[src/rtl/lsu_mem_port_pkg.sv]
// rtl/lsu_mem_port_pkg.sv - shared size codes, FSM states and access legality check
package lsu_mem_port_pkg;

    localparam logic [1:0] SIZE_BYTE  = 2'b00;
    localparam logic [1:0] SIZE_HWORD = 2'b01;
    localparam logic [1:0] SIZE_WORD  = 2'b10;

    typedef enum logic [2:0] {
        ST_IDLE = 3'd0,
        ST_REQ  = 3'd1,
        ST_RESP = 3'd2,
        ST_DONE = 3'd3,
        ST_ERR  = 3'd4
    } lsu_state_t;

    // An access is rejected for the reserved size code or a size/lane mismatch.
    function automatic logic access_illegal(input logic [1:0] size, input logic [1:0] lane);
        case (size)
            SIZE_BYTE:  access_illegal = 1'b0;
            SIZE_HWORD: access_illegal = lane[0];
            SIZE_WORD:  access_illegal = |lane;
            default:    access_illegal = 1'b1;
        endcase
    endfunction

endpackage

[src/rtl/lsu_lane_align.sv]
// rtl/lsu_lane_align.sv - store lane replication/byte enables and load extract/extend
module lsu_lane_align
    import lsu_mem_port_pkg::*;
(
    input  logic [1:0]  st_size,
    input  logic [1:0]  st_lane,
    input  logic [31:0] store_data,
    output logic [31:0] st_wdata,
    output logic [3:0]  st_be,
    input  logic [1:0]  ld_size,
    input  logic [1:0]  ld_lane,
    input  logic        ld_sign,
    input  logic [31:0] rdata,
    output logic [31:0] ld_data
);

    logic [7:0]  ld_byte;
    logic [15:0] ld_half;

    // Store: replicate the operand across all lanes, enable only the addressed ones
    always_comb begin
        st_wdata = store_data;
        st_be    = 4'b1111;
        case (st_size)
            SIZE_BYTE: begin
                st_wdata = {4{store_data[7:0]}};
                st_be    = 4'b0001 << st_lane;
            end
            SIZE_HWORD: begin
                st_wdata = {2{store_data[15:0]}};
                st_be    = st_lane[1] ? 4'b1100 : 4'b0011;
            end
            default: ;
        endcase
    end

    // Load: pick the addressed byte/halfword and extend it; words pass through
    always_comb begin
        case (ld_lane)
            2'd0:    ld_byte = rdata[7:0];
            2'd1:    ld_byte = rdata[15:8];
            2'd2:    ld_byte = rdata[23:16];
            default: ld_byte = rdata[31:24];
        endcase
        ld_half = ld_lane[1] ? rdata[31:16] : rdata[15:0];
        case (ld_size)
            SIZE_BYTE:  ld_data = {{24{ld_sign & ld_byte[7]}}, ld_byte};
            SIZE_HWORD: ld_data = {{16{ld_sign & ld_half[15]}}, ld_half};
            default:    ld_data = rdata;
        endcase
    end

endmodule

[src/rtl/lsu_mem_port.sv]
// rtl/lsu_mem_port.sv - load/store unit data-memory port with stall, timeout and misalign checks
module lsu_mem_port
    import lsu_mem_port_pkg::*;
#(
    parameter int TIMEOUT = 255
) (
    input  logic        clock,
    input  logic        reset,
    input  logic        req_valid,
    input  logic        mem_wEn,
    input  logic        is_load,
    input  logic [1:0]  MemSize,
    input  logic        load_extend_sign,
    input  logic [31:0] addr,
    input  logic [31:0] store_data,
    output logic        stall,
    output logic        done,
    output logic [31:0] load_data,
    output logic        misalign,
    output logic        bus_fault,
    output logic        bus_req,
    output logic        bus_we,
    output logic [31:0] bus_addr,
    output logic [31:0] bus_wdata,
    output logic [3:0]  bus_be,
    input  logic        bus_gnt,
    input  logic        bus_rvalid,
    input  logic [31:0] bus_rdata
);

    localparam int              CW       = $clog2(TIMEOUT + 1);
    localparam logic [CW-1:0]   TMO_MAX  = CW'(TIMEOUT);
    localparam logic [CW-1:0]   TMO_LAST = CW'(TIMEOUT - 1);

    lsu_state_t    state, state_n;
    logic [CW-1:0] tmo_cnt;
    logic          access, illegal, timed_out;
    logic          op_store, op_sign, err_misalign;
    logic [1:0]    op_size, op_lane;
    logic [31:0]   st_wdata, ld_ext;
    logic [3:0]    st_be;

    // A store wins when the decoder asserts both store and load.
    assign access    = req_valid & (~mem_wEn | is_load);
    assign illegal   = access_illegal(MemSize, addr[1:0]);
    // The current cycle is the last one allowed in REQ+RESP.
    assign timed_out = (tmo_cnt >= TMO_LAST);

    lsu_lane_align u_align (
        .st_size    (MemSize),
        .st_lane    (addr[1:0]),
        .store_data (store_data),
        .st_wdata   (st_wdata),
        .st_be      (st_be),
        .ld_size    (op_size),
        .ld_lane    (op_lane),
        .ld_sign    (op_sign),
        .rdata      (bus_rdata),
        .ld_data    (ld_ext)
    );

    // State register
    always_ff @(posedge clock or posedge reset) begin
        if (reset) state <= ST_IDLE;
        else       state <= state_n;
    end

    // Next state plus stall/done/status decode; a bus handshake beats a same-cycle timeout
    always_comb begin
        state_n   = state;
        stall     = 1'b0;
        done      = 1'b0;
        misalign  = 1'b0;
        bus_fault = 1'b0;
        case (state)
            ST_IDLE: begin
                if (access) begin
                    stall   = 1'b1;
                    state_n = illegal ? ST_ERR : ST_REQ;
                end
            end
            ST_REQ: begin
                stall = 1'b1;
                if (bus_gnt)        state_n = ST_RESP;
                else if (timed_out) state_n = ST_ERR;
            end
            ST_RESP: begin
                stall = 1'b1;
                if (bus_rvalid)     state_n = ST_DONE;
                else if (timed_out) state_n = ST_ERR;
            end
            ST_DONE: begin
                done    = 1'b1;
                state_n = ST_IDLE;
            end
            ST_ERR: begin
                done      = 1'b1;
                misalign  = err_misalign;
                bus_fault = ~err_misalign;
                state_n   = ST_IDLE;
            end
            default: state_n = ST_IDLE;
        endcase
        if (reset) stall = 1'b0;
    end

    // Bus request fields, operand capture for the response, load result and timeout counter
    always_ff @(posedge clock or posedge reset) begin
        if (reset) begin
            bus_req      <= 1'b0;
            bus_we       <= 1'b0;
            bus_addr     <= '0;
            bus_wdata    <= '0;
            bus_be       <= '0;
            load_data    <= '0;
            tmo_cnt      <= '0;
            op_store     <= 1'b0;
            op_sign      <= 1'b0;
            op_size      <= '0;
            op_lane      <= '0;
            err_misalign <= 1'b0;
        end else begin
            case (state)
                ST_IDLE: begin
                    if (access) begin
                        op_store     <= ~mem_wEn;
                        op_sign      <= load_extend_sign;
                        op_size      <= MemSize;
                        op_lane      <= addr[1:0];
                        err_misalign <= illegal;
                        load_data    <= '0;
                        tmo_cnt      <= '0;
                        if (!illegal) begin
                            bus_req   <= 1'b1;
                            bus_we    <= ~mem_wEn;
                            bus_addr  <= {addr[31:2], 2'b00};
                            bus_wdata <= st_wdata;
                            bus_be    <= st_be;
                        end
                    end
                end
                ST_REQ: begin
                    if (tmo_cnt != TMO_MAX) tmo_cnt <= tmo_cnt + CW'(1);
                    if (bus_gnt) begin
                        bus_req <= 1'b0;
                    end else if (timed_out) begin
                        bus_req      <= 1'b0;
                        err_misalign <= 1'b0;
                    end
                end
                ST_RESP: begin
                    if (tmo_cnt != TMO_MAX) tmo_cnt <= tmo_cnt + CW'(1);
                    if (bus_rvalid)     load_data    <= op_store ? 32'h0 : ld_ext;
                    else if (timed_out) err_misalign <= 1'b0;
                end
                default: ;
            endcase
        end
    end

endmodule
[config.mk]
export PLATFORM = sky130hd
export DESIGN_NAME = lsu_mem_port
export DESIGN_NICKNAME = d
export VERILOG_FILES = /design/src/rtl/lsu_mem_port_pkg.sv /design/src/rtl/lsu_lane_align.sv /design/src/rtl/lsu_mem_port.sv
export SDC_FILE = /design/constraint.sdc
export NUM_CORES = 1
export LEC_CHECK = 0
export ABC_AREA = 1
export ABC_CLOCK_PERIOD_IN_PS = 9400
export BUFFER_PORTS_ARGS = -buffer_cell sky130_fd_sc_hd__buf_4
export CORE_ASPECT_RATIO = 1.1
export CORE_MARGIN = 2
export CORE_UTILIZATION = 50
export CTS_CLUSTER_DIAMETER = 80
export CTS_CLUSTER_SIZE = 30
export DETAILED_ROUTE_END_ITERATION = 10
export HOLD_SLACK_MARGIN = 0.06
export PLACE_DENSITY = 0.88
export SKIP_CTS_REPAIR_TIMING = 1
export SLEW_MARGIN = 15
export SYNTH_ARGS = -nofsm -noshare
export SYNTH_HDL_FRONTEND = slang
export SYNTH_SLANG_ARGS = --single-unit
export TNS_END_PERCENT = 30
[constraint.sdc]
create_clock -name clock -period 9.4 [get_ports clock]
set_clock_uncertainty 0.15 [all_clocks]
set_input_delay 0.94 -clock clock [delete_from_list [all_inputs] [get_ports clock]]
set_output_delay 0.94 -clock clock [all_outputs]
set_load 0.02 [all_outputs]
==> flow_metrics.env <==
export IMPL_run_status="finished clean"
export IMPL_syn_area_sq_mm=0.00592
export IMPL_grt_antenna_before_repair=0
export IMPL_postSynthAreaPerCell_sq_um=7.51
export IMPL_crit_arrival_ns=3.44
export IMPL_proportion_of_register_bits_with_asynchronous_set_or_reset_after_synthesis=1.00
export IMPL_max_cap_viol_count=0
export IMPL_relSlewSlack=0.376
export IMPL_synth_lib_cells_used_distinct=35
export IMPL_area_growth_pct=36.5
export IMPL_drt_wirelength_per_cell_um=14.9
export IMPL_clock_sink_count=118
export IMPL_route_antenna_remaining_nets=0
export IMPL_detailedRoute_firstPassIterationCount=5
export IMPL_cts_tree="yes"
export IMPL_synth_enable_flop_cells=0
export IMPL_pin_count=212
export IMPL_place_congestion=0.952
export IMPL_grt_remaining_overflow=0
export IMPL_design_final_nets=1092
export IMPL_vias=5893
export IMPL_dieArea_sq_mm=0.0127
export IMPL_setup_violations=0
export IMPL_drt_wl_total_um=17100
export IMPL_core_area_sq_mm=0.0115
export IMPL_dpl_hpwl_um=12100
export IMPL_fraction_of_layout_cells_with_a_size_suffix_above_1=0.273
export IMPL_report_final_hold_viol_count=0
export IMPL_grt_first_pass_wirelength_um=27200
export IMPL_cts_max_level=4
export IMPL_cts_root_buffer_cell="sky130_fd_sc_hd__clkbuf_16"
export IMPL_die_y_um=118
export IMPL_ys_warnings_count=0
export IMPL_setup_worst_path_end_class="register"
export IMPL_maximum_number_of_pins_on_one_net_before_global_route_repair=99
export IMPL_synth_top_area_frac=0.499
export IMPL_syn_instance_count=789
export IMPL_synth_cells_most_frequent="366 x sky130_fd_sc_hd__nand2_1, 118 x sky130_fd_sc_hd__dfrtp_1, 88 x sky130_fd_sc_hd__nor2_1"
export IMPL_maxClockFrequency_mhz=308
export IMPL_core_rowCount=41
export IMPL_worst_margin_pin_slew_ns=0.936
export IMPL_post_synth_main_area_contributors="sky130_fd_sc_hd__dfrtp_1 50%, sky130_fd_sc_hd__nand2_1 23%, sky130_fd_sc_hd__nor2_1 5.6%"
export IMPL_synth_yosys_seq_area_share=0.499
export IMPL_leakage_uw=0.00454
export IMPL_ys_flop_type="sky130_fd_sc_hd__dfrtp_1"
export IMPL_irDropWorstVdd_uv=208
export IMPL_via_per_inst=5.14
export IMPL_rsz_0062_raised_after_global_routing="false"
export IMPL_post_detailed_route_drc_marker_count=0
export IMPL_dr_first_iter_drc_count=320
export IMPL_clockBufferDepth=2
export IMPL_start_kind="primary input"
export IMPL_timing_setup_tns_ns=0
export IMPL_global_route_usage_over_all_layers=0.273
export IMPL_yosys_area_top_type="sky130_fd_sc_hd__dfrtp_1"
export IMPL_total_power_uw=2760
export IMPL_period_share=0.345
export IMPL_critical_path_class="in2reg"
export IMPL_post_synth_top_count_cell="sky130_fd_sc_hd__nand2_1"
export IMPL_slew_violations=0
export IMPL_die_width_um=108
export IMPL_grt_pass1_vias=5541
export IMPL_worst_skew_pair_late_latency_ns=0.41
export IMPL_portBuffers=209
export IMPL_worst_endpoint_required_ns=9.60
export IMPL_clk_transition_reported_paths_ns=0.06
export IMPL_starting_density_of_the_core=0.515
export IMPL_post_route_min_period_ns=3.24
export IMPL_cts_buffers=17
export IMPL_count_of_antenna_diodes_in_the_layout=0
export IMPL_critical_path_peak_fanout=98
export IMPL_power_density_mw_per_mm2=342
export IMPL_worstHoldPathType="reg2reg"
export IMPL_synth_ff_latch_count=118
## where the power goes
part / internal (uW) / total (uW) / switching, uW
sequential: 715 / 875 / 160
combinational: 450 / 1190 / 742
clock: 452 / 697 / 245
## registers in the layout, summed over array words and instances, names as in the netlist
register      flops
err_misalign      1
bus_be            4
bus_req           1
tmo_cnt           8
op_sign           1
op_lane           2
op_size           2
bus_we            1
state             3
op_store          1
bus_wdata        32
bus_addr         30
load_data        32
## cells in the final DEF (no fill, tap or decap), types with 2 or more instances in the layout
cell type / n
sky130_fd_sc_hd__a21oi_1: 19
sky130_fd_sc_hd__buf_4: 211
sky130_fd_sc_hd__bufinv_16: 4
sky130_fd_sc_hd__clkbuf_16: 17
sky130_fd_sc_hd__clkinv_4: 5
sky130_fd_sc_hd__clkinvlp_4: 3
sky130_fd_sc_hd__conb_1: 2
sky130_fd_sc_hd__dfrtp_1: 118
sky130_fd_sc_hd__ha_1: 2
sky130_fd_sc_hd__inv_1: 27
sky130_fd_sc_hd__inv_2: 6
sky130_fd_sc_hd__inv_6: 2
sky130_fd_sc_hd__nand2_1: 366
sky130_fd_sc_hd__nand2_2: 3
sky130_fd_sc_hd__nand2_4: 3
sky130_fd_sc_hd__nand3_1: 27
sky130_fd_sc_hd__nand3_2: 2
sky130_fd_sc_hd__nand3_4: 2
sky130_fd_sc_hd__nand4_1: 3
sky130_fd_sc_hd__nor2_1: 88
sky130_fd_sc_hd__nor2_2: 6
sky130_fd_sc_hd__nor2_4: 2
sky130_fd_sc_hd__o21ai_0: 58
sky130_fd_sc_hd__o21ai_1: 5
sky130_fd_sc_hd__o22ai_1: 2
sky130_fd_sc_hd__xnor2_1: 2
sky130_fd_sc_hd__xor2_1: 2
## area by class of cell
| cell class | count | area, sq um |
|---|---|---|
| multi-input combinational | 600 | 2580 |
| inverter | 36 | 143 |
| clock inverter | 14 | 200 |
| sequential | 118 | 2950 |
| clock buffer | 18 | 439 |
| tap | 150 | 188 |
| timing repair buffer | 211 | 1580 |
| fill | 935 | 3400 |
## path summary, 6_finish.rpt
| check | endpoint | slack, ns | from | depth (start not counted) |
|---|---|---|---|---|
| max | bus_wdata[23] | 6.16 | MemSize[1] | 8 |
| min | load_data[4] | 0.33 | load_data[4] | 2 |
| min reg2reg | load_data[4] | 0.33 | load_data[4] | 2 |
| min in group asynchronous | state[2] | 0.47 | reset | 2 |
| max in group asynchronous | bus_addr[19] | 7.32 | reset | 3 |
| max reg2reg | bus_wdata[23] | 6.60 | state[2] | 7 |
## cells by family after synthesis
kind of cell,after synthesis,synth area share
other cells,1,0.000633
buf+inv,72,0.0665
simple gates,503,0.343
fa+ha+maj,2,0.00422
xor+xnor,4,0.00592
flops,118,0.499
compound gates,89,0.0813
## routing by layer
metal / routed length (um) / up-vias / GRT usage
li1: - / 2847 / -
met1: 6410 / 2737 / 0.330
met2: 8640 / 284 / 0.456
met3: 1750 / 25 / 0.0910
met4: 287 / 0 / 0.0938
met5: 0 / - / 0
## through the flow
stage | setup WS [ns] | hold slack (ns) | utilization | area [sq um] | instances
floorplan | 5.18 | 0.304 | - | 5930 | 790
global placement | 5.83 | 0.313 | 0.648 | 7450 | 1115
detailed placement | 5.78 | 0.317 | 0.648 | 7450 | 1115
CTS | 6.16 | 0.332 | 0.704 | 8090 | 1147
global route | 5.87 | 0.346 | 0.704 | 8090 | 1147
finish | 6.16 | 0.330 | 0.704 | 8090 | 1147
## worst max-delay path, cell delays in order
cell                      delay, ns
sky130_fd_sc_hd__buf_4         0.23
sky130_fd_sc_hd__o21ai_0       0.22
sky130_fd_sc_hd__nand2_1       0.13
sky130_fd_sc_hd__inv_2         0.10
sky130_fd_sc_hd__nand3_4       0.65
sky130_fd_sc_hd__inv_2         0.86
sky130_fd_sc_hd__nand2_1       0.17
sky130_fd_sc_hd__nand2_1       0.10
(Power assumes the default switching activity.)
